<file path="config.mk">
export PLATFORM = sky130hd
export DESIGN_NAME = irq_controller
export DESIGN_NICKNAME = d
export VERILOG_FILES = /design/src/rtl/irq_controller.sv
export SDC_FILE = /design/constraint.sdc
export NUM_CORES = 1
export LEC_CHECK = 0
export CORE_MARGIN = 2
export CORE_UTILIZATION = 60
export DETAILED_ROUTE_END_ITERATION = 16
export GPL_TIMING_DRIVEN = 1
export PLACE_DENSITY_LB_ADDON = 0.3
export RECOVER_POWER = 25
export SYNTH_ARGS = -nofsm -noshare
export SYNTH_HDL_FRONTEND = slang
export SYNTH_SLANG_ARGS = --single-unit
export TNS_END_PERCENT = 30
</file>
<file path="constraint.sdc">
create_clock -name clk -period 26.9 [get_ports clk]
set_input_delay 2.69 -clock clk [delete_from_list [all_inputs] [get_ports clk]]
set_output_delay 2.69 -clock clk [all_outputs]
set_load 0.02 [all_outputs]
</file>
<file path="src/rtl/irq_controller.sv">
// irq_controller: 16-source edge-latched interrupt controller, 8 priority groups.
// Ports: clk, reset (async low), bus_* register port, irq_in, cpu_ilevel, irq_ack -> irq_req/source/level.
module irq_controller (
  input  logic        clk,
  input  logic        reset,
  input  logic        bus_write,
  input  logic        bus_read,
  input  logic [23:0] bus_address_in,
  input  logic [7:0]  bus_data_in,
  output logic [7:0]  bus_data_out,
  input  logic [15:0] irq_in,
  input  logic [1:0]  cpu_ilevel,
  input  logic        irq_ack,
  output logic        irq_req,
  output logic [3:0]  irq_source,
  output logic [1:0]  irq_level
);

  localparam logic [23:0] A_PRIO_LO = 24'h002020;
  localparam logic [23:0] A_PRIO_HI = 24'h002021;
  localparam logic [23:0] A_EN_LO   = 24'h002023;
  localparam logic [23:0] A_EN_HI   = 24'h002024;
  localparam logic [23:0] A_FLG_LO  = 24'h002027;
  localparam logic [23:0] A_FLG_HI  = 24'h002028;

  logic [15:0] prio;
  logic [15:0] enable;
  logic [15:0] flag;
  logic [15:0] prev;

  logic        unused_read;
  assign unused_read = bus_read;

  logic wr_prio_lo, wr_prio_hi;
  logic wr_en_lo, wr_en_hi;
  logic wr_flg_lo, wr_flg_hi;

  assign wr_prio_lo = bus_write && (bus_address_in == A_PRIO_LO);
  assign wr_prio_hi = bus_write && (bus_address_in == A_PRIO_HI);
  assign wr_en_lo   = bus_write && (bus_address_in == A_EN_LO);
  assign wr_en_hi   = bus_write && (bus_address_in == A_EN_HI);
  assign wr_flg_lo  = bus_write && (bus_address_in == A_FLG_LO);
  assign wr_flg_hi  = bus_write && (bus_address_in == A_FLG_HI);

  logic        ack_hit;
  logic [15:0] set_edge;
  logic [15:0] clr_bus;
  logic [15:0] clr_ack;
  logic [15:0] flag_nxt;

  assign ack_hit  = irq_ack && irq_req;
  assign set_edge = irq_in & ~prev;
  assign clr_bus  = {wr_flg_hi ? bus_data_in : 8'h00,
                     wr_flg_lo ? bus_data_in : 8'h00};
  assign clr_ack  = ack_hit ? (16'h0001 << irq_source) : 16'h0000;
  // A fresh edge outranks any clear on the same bit.
  assign flag_nxt = (flag & ~(clr_bus | clr_ack)) | set_edge;

  logic [1:0]  src_prio [16];
  logic [15:0] elig;

  for (genvar g = 0; g < 16; g++) begin : g_src
    assign src_prio[g] = prio[2*(g/2) +: 2];
    assign elig[g] = flag[g] & enable[g] &
                     (src_prio[g] != 2'd0) &
                     (src_prio[g] > cpu_ilevel);
  end

  logic       win_found;
  logic [3:0] win_idx;
  logic [1:0] win_lvl;

  // Strict '>' while scanning upward keeps the lowest index on ties.
  always_comb begin
    win_found = 1'b0;
    win_idx   = 4'd0;
    win_lvl   = 2'd0;
    for (int i = 0; i < 16; i++) begin
      if (elig[i] && (src_prio[i] > win_lvl)) begin
        win_found = 1'b1;
        win_idx   = i[3:0];
        win_lvl   = src_prio[i];
      end
    end
  end

  always_ff @(posedge clk or negedge reset) begin
    if (!reset) begin
      prio       <= '0;
      enable     <= '0;
      flag       <= '0;
      prev       <= '0;
      irq_req    <= 1'b0;
      irq_source <= 4'd0;
      irq_level  <= 2'd0;
    end else begin
      prev <= irq_in;
      flag <= flag_nxt;
      if (wr_prio_lo) prio[7:0]    <= bus_data_in;
      if (wr_prio_hi) prio[15:8]   <= bus_data_in;
      if (wr_en_lo)   enable[7:0]  <= bus_data_in;
      if (wr_en_hi)   enable[15:8] <= bus_data_in;
      // The ack'd flag is still visible to this cycle's arbitration,
      // so the request is forced low for one cycle.
      if (ack_hit) begin
        irq_req <= 1'b0;
      end else begin
        irq_req <= win_found;
        if (win_found) begin
          irq_source <= win_idx;
          irq_level  <= win_lvl;
        end
      end
    end
  end

  always_comb begin
    case (bus_address_in)
      A_PRIO_LO: bus_data_out = prio[7:0];
      A_PRIO_HI: bus_data_out = prio[15:8];
      A_EN_LO:   bus_data_out = enable[7:0];
      A_EN_HI:   bus_data_out = enable[15:8];
      A_FLG_LO:  bus_data_out = flag[7:0];
      A_FLG_HI:  bus_data_out = flag[15:8];
      default:   bus_data_out = 8'h00;
    endcase
  end

endmodule

</file>
==> metrics.txt, run 1 <==
Initial DRC Count=363; Ports=70; Die Y=95.0 um; M3 GR Usage=0.0591; DRC viols=0; RSZ-0062 raised after global routing=no; WL/cell=19.7 um; Die X=95.0 um; post-layout worst setup margin=3.63 ns; P&R area growth vs syn=19.2%; DIE AREA=0.00902 sq mm; GRT overflow=0; Placement Setup Slack=3.69 ns; Mapped Nets=603; cell taking the most area after synthesis=dfrtp_1; final clock skew=0.0128 ns; failing checks=capacitance limit, slew limit; Num CTS Buffers=9; leakage=2.44 nW; Slew Limit Headroom=-1.50; Inserted Diodes=0; vias in the first global route=4,412; FF+latch count, synth=71; Post-Syn Area=0.00497 sq mm; clk sinks=71; Finish-stage setup viols=0; Hold Crit Class=reg -> reg; total of max-cap violations=1; FMAX=43.0 MHz; VDD IR max=0.0387 mV; post-synthesis sequential area ratio=0.358; Worst-Margin Slew=3.74 ns; Final Cell Area=0.00592 sq mm; antenna-violating nets left=0; commonest non-fill, non-tap cell in the layout=dfrtp_1; HPWL after detailed placement=10,500 um; final hold vios=0; postcts setup bufs=0; H-Tree Depth=3; max-slew violation count=72; Critical Path RT=27.14 ns; worst-case clock buffer depth=2; status=finished with violations; GRT Max-Usage Layer=met2; pin count of the biggest net entering global routing=72; CTS tree=built; routed vias=4,539; fin cells=696; Initial Utilization=0.611; slowest CP cell=clkdlybuf4s50_1; Clock Latency Late Sink=0.36 ns; most common flop cell mapped by yosys=dfrtp_1; Final #Nets=673; Final TNS setup=0 ns; fillers=608; root buf cell=clkbuf_8; synth top area cells=dfrtp_1 (36%), mux2_2 (8.2%), ha_1 (8.1%); pwr dens=35.4 mW/mm^2; placed cells=680; PortBufs=68; routability congestion estimate=0.941; crit path DAT=23.52 ns; Rows=33; worst path bufs/invs=3; startpoint types=input port; fin crit share=0.865; layout cells sized above 1=0.157; Syn Area/Cell=9.62 sq um; cell family with most CP delay=compound AO/OA/AOI/OAI gates; Critical Path Sink Type=register; Max stage delay on crit path=0.79 ns; Tmin final=23.27 ns; met2 Use GR=0.534; Yosys cell types=80; Clock transition at path regs=0.08 ns; Cells after Synth=516; most prevalent standard cell on the critical path=ha_1; commonest non-fill, non-tap cells in the layout=dfrtp_1 (71), nand2_1 (65), clkdlybuf4s50_1 (51); post_cts resized=0; # hold bufs at CTS=0; first-pass GRT wire length=22,300 um; Worst Path Max Fanout=10; asr flop ratio synth=1.00; via-per-instance ratio=6.52; GRT Util Overall=0.330; Tot Pwr=0.000210 W; area share of the largest cell type after synthesis=0.358; Post-Route WL=13,700 um; initial antenna violation count=0; Placed Area=0.00573 sq mm; number of synthesized flops with an enable pin=0; Pre-Repair DR Iteration Count=5; GR Layer Usage met1=0.435; Core ar.=0.00813 sq mm; Syn. warnings=0; critical path class=in -> reg
Yosys cell counts, types with 9 or more instances:
| master | n |
|---|---|
| a21oi_1 | 17 |
| a22o_1 | 13 |
| a22oi_1 | 17 |
| dfrtp_1 | 71 |
| ha_1 | 32 |
| inv_1 | 37 |
| mux2_2 | 36 |
| nand2_1 | 65 |
| nor2_1 | 27 |
| o2111ai_1 | 9 |
| o211ai_1 | 15 |
| o21ai_0 | 33 |
registers in the layout, indices dropped and copies added, names as in the netlist:
name / flops
irq_level: 2
prio: 16
irq_source: 4
irq_req: 1
enable: 16
prev: 16
flag: 16
path summary, 6_finish.rpt:
kind / depth (start not counted) / slack [ns] / from / to
setup / recovery: 89 / 3.63 / cpu_ilevel[0] / irq_level[1]$_DFFE_PN0P_
hold / removal: 1 / 0.42 / prev[14]$_DFF_PN0_ / flag[14]$_DFF_PN0_
min in group asynchronous: 2 / 3.70 / reset / enable[12]$_DFFE_PN0P_
hold reg to reg: 1 / 0.42 / prev[14]$_DFF_PN0_ / flag[14]$_DFF_PN0_
max in group asynchronous: 2 / 21.08 / reset / prio[0]$_DFFE_PN0P_
setup reg to reg: 88 / 6.25 / prio[1]$_DFFE_PN0P_ / irq_level[1]$_DFFE_PN0P_
final cells by class:
cell class / instances / area [sq um] / share of cell area
Clock buffer: 9 / 124 / 0.0209
Clock inverter: 7 / 72.6 / 0.0123
Inverter: 37 / 139 / 0.0235
Multi-Input combinational cell: 397 / 2990 / 0.505
Sequential cell: 71 / 1780 / 0.300
Tap cell: 105 / 131 / 0.0222
Timing Repair Buffer: 70 / 687 / 0.116
power breakdown:
part / leakage [nW] / switching (W) / internal, W
clock: 0.0956 / 0.0000422 / 0.0000429
sequential: 0.872 / 0.000000270 / 0.000108
combinational: 1.48 / 0.00000858 / 0.00000781
cells by family (layout without fill, tap and decap cells):
kind of cell	count (synthesis)	in the layout	synth area share
and+or+nand+nor	162	162	0.171
AOI/OAI and AO/OA	158	158	0.249
DFF	71	71	0.358
buffers and inverters	48	123	0.0401
muxes	43	43	0.0973
adders and majority gates	34	34	0.0852
per-layer routing:
layer / routed length [um] / part of all wire
met5: 0 / 0
met1: 5760 / 0.42
met2: 6520 / 0.48
met4: 459 / 0.033
met3: 969 / 0.071
through the flow:
stage	hold slack (ns)	utilization
4_1_cts	0.418	0.728
6_report	0.416	0.728
5_1_grt	0.444	0.728
2_1_floorplan	0.400	-
3_5_place_dp	0.407	0.704
3_3_place_gp	0.401	0.704
Power figures use the tool's default switching activity.
==> run 2: changes to the inputs <==
--- a/config.mk
+++ b/config.mk
@@ -5,12 +5,14 @@
 export SDC_FILE = /design/constraint.sdc
 export NUM_CORES = 1
 export LEC_CHECK = 0
+export CAP_MARGIN = 40
 export CORE_MARGIN = 2
 export CORE_UTILIZATION = 60
 export DETAILED_ROUTE_END_ITERATION = 16
 export GPL_TIMING_DRIVEN = 1
 export PLACE_DENSITY_LB_ADDON = 0.3
 export RECOVER_POWER = 25
+export SLEW_MARGIN = 20
 export SYNTH_ARGS = -nofsm -noshare
 export SYNTH_HDL_FRONTEND = slang
 export SYNTH_SLANG_ARGS = --single-unit
==> metrics.txt, run 2 (synthesized netlist as in run 1, its figures left out) <==
status=completed; FMAX=43.1 MHz (+0.31%); Ports=70 (unchanged); Critical Path RT=27.15 ns (about the same); initial antenna violation count=0 (unchanged); HPWL after detailed placement=10,700 um (+1.3%); critical path class=in -> reg; Final TNS setup=0 ns (unchanged); Placement Setup Slack=3.71 ns (+0.0178 ns); # hold bufs at CTS=0 (unchanged); antenna-violating nets left=0 (unchanged); R2R Path Start=prio[1]$_DFFE_PN0P_; Finish-stage setup viols=0 (unchanged); fillers=578 (-4.9%); Initial DRC Count=323 (-11%); P&R area growth vs syn=20.5%; total of max-cap violations=0 (-1); clk sinks=71 (unchanged); final clock skew=0.0155 ns (+0.00270 ns); Critical Path Sink Type=register; commonest non-fill, non-tap cell in the layout=dfrtp_1; Inserted Diodes=0 (unchanged); Post-Route WL=14,000 um (+2.2%); pwr dens=37.3 mW/mm^2 (+5.3%); Tmin final=23.20 ns (-0.0721 ns); fin crit share=0.863 (-0.00268); GRT Util Overall=0.330 (about the same); commonest non-fill, non-tap cells in the layout=dfrtp_1 (71), nand2_1 (65), clkdlybuf4s50_1 (52); Slew Limit Headroom=0.0432 (+1.54); RSZ-0062 raised after global routing=no; pin count of the biggest net entering global routing=48 (-33%); Net Sw Frac=0.241 (-0.00276); DRC viols=0 (unchanged); Pre-Repair DR Iteration Count=5 (unchanged); max-slew violation count=0 (-100%); via-per-instance ratio=6.58 (+0.90%); slowest CP cell=clkdlybuf4s50_1; postcts setup bufs=0 (unchanged); crit path DAT=23.46 ns (-0.06 ns); vias in the first global route=4,385 (-0.61%); WL/cell=20.1 um (+1.9%); worst-case clock buffer depth=2 (unchanged); min-delay src=prev[1]$_DFF_PN0_; NetSw=0.0000537 W (+5.2%); Worst-Margin Slew=1.44 ns (-2.31 ns); post-layout worst setup margin=3.70 ns (+0.0721 ns); Seq pwr share=0.485 (-0.031); Die X=95.0 um (unchanged); root buf cell=clkbuf_8; Rows=33 (unchanged); routability congestion estimate=0.941 (unchanged); startpoint types=input port; Die Y=95.0 um (unchanged); most prevalent standard cell on the critical path=ha_1; GRT overflow=0 (unchanged); multi-input logic area=0.00299 sq mm (unchanged); DIE AREA=0.00902 sq mm (unchanged); Core ar.=0.00813 sq mm (unchanged); Worst Setup SP=cpu_ilevel[0]; leakage=2.48 nW (+1.5%); Clock Latency Late Sink=0.36 ns (about the same); Num CTS Buffers=9 (unchanged); Gate power share=0.076 (-0.002); P_int=0.000169 W (+6.8%); Worst Path Max Fanout=10 (unchanged); post_cts resized=0 (unchanged); layout cells sized above 1=0.160 (+0.00284); PortBufs=68 (unchanged); first-pass GRT wire length=22,400 um (+0.37%); register area=0.00178 sq mm (unchanged); VDD IR max=0.0493 mV (+27%); Clock transition at path regs=0.09 ns (about the same); Max stage delay on crit path=0.80 ns (about the same); Hold Crit Class=reg -> reg; Initial Utilization=0.611 (unchanged); CTS tree=built; routed vias=4,593 (+1.2%); final hold vios=0 (unchanged); Final #Nets=675 (+0.30%); Clock power frac=0.439 (+0.033); H-Tree Depth=3 (unchanged)
[run 2: through the flow]
| stage | hold slack, ns | cell area (sq um) | total power [W] | utilization | instances |
|---|---|---|---|---|---|
| final | 0.420 | 5980 | 0.000223 | 0.736 | 698 |
| after global routing | 0.444 | 5980 | 0.000230 | 0.736 | 698 |
| after CTS | 0.423 | 5980 | 0.000224 | 0.736 | 697 |
| after detailed placement | 0.412 | 5760 | 0.000128 | 0.708 | 681 |
| after global placement | 0.401 | 5730 | 0.000126 | 0.704 | 680 |
| after floorplan | 0.400 | 4970 | 0.000114 | - | 516 |
[run 2: metal layers]
metal,routed length (um),vias to the layer above,GRT usage
li1,-,2098,-
met1,5680,2214,0.430
met2,6710,240,0.544
met3,1120,41,0.0511
met4,501,0,0.144
met5,0,-,0
[run 2: final cells by class]
type,instances,share of cell area
Clock buffer,9,0.0207
Tap cell,105,0.0220
Inverter,37,0.0232
Timing Repair Buffer,72,0.120
Clock inverter,7,0.0174
Sequential cell,71,0.297
Multi-Input combinational cell,397,0.500
[run 2: power groups by stage]
stage / Clock (W) / Combinational (W) / Sequential [W]
2_1_floorplan: 0 / 0.00000403 / 0.000110
3_3_place_gp: 0 / 0.0000163 / 0.000110
3_5_place_dp: 0 / 0.0000175 / 0.000110
4_1_cts: 0.0000986 / 0.0000175 / 0.000108
5_1_grt: 0.000103 / 0.0000185 / 0.000108
6_report: 0.0000980 / 0.0000170 / 0.000108
[run 2: worst paths after layout]
check	end	slack (ns)	cells past startpoint
setup / recovery	irq_level[1]$_DFFE_PN0P_	3.70	89
hold / removal	flag[1]$_DFF_PN0_	0.42	1
setup reg to reg	irq_level[1]$_DFFE_PN0P_	6.34	88
hold reg to reg	flag[1]$_DFF_PN0_	0.42	1
max in group asynchronous	prio[0]$_DFFE_PN0P_	23.27	3
min in group asynchronous	prio[13]$_DFFE_PN0P_	2.73	2
[run 2: worst max-delay path, delay by kind of cell]
kind	cells	cell delay [ns]
AOI/OAI and AO/OA	36	8.01
adders and majority gates	17	4.67
and+or+nand+nor	25	4.40
muxes	8	2.62
buffers and inverters	3	1.05
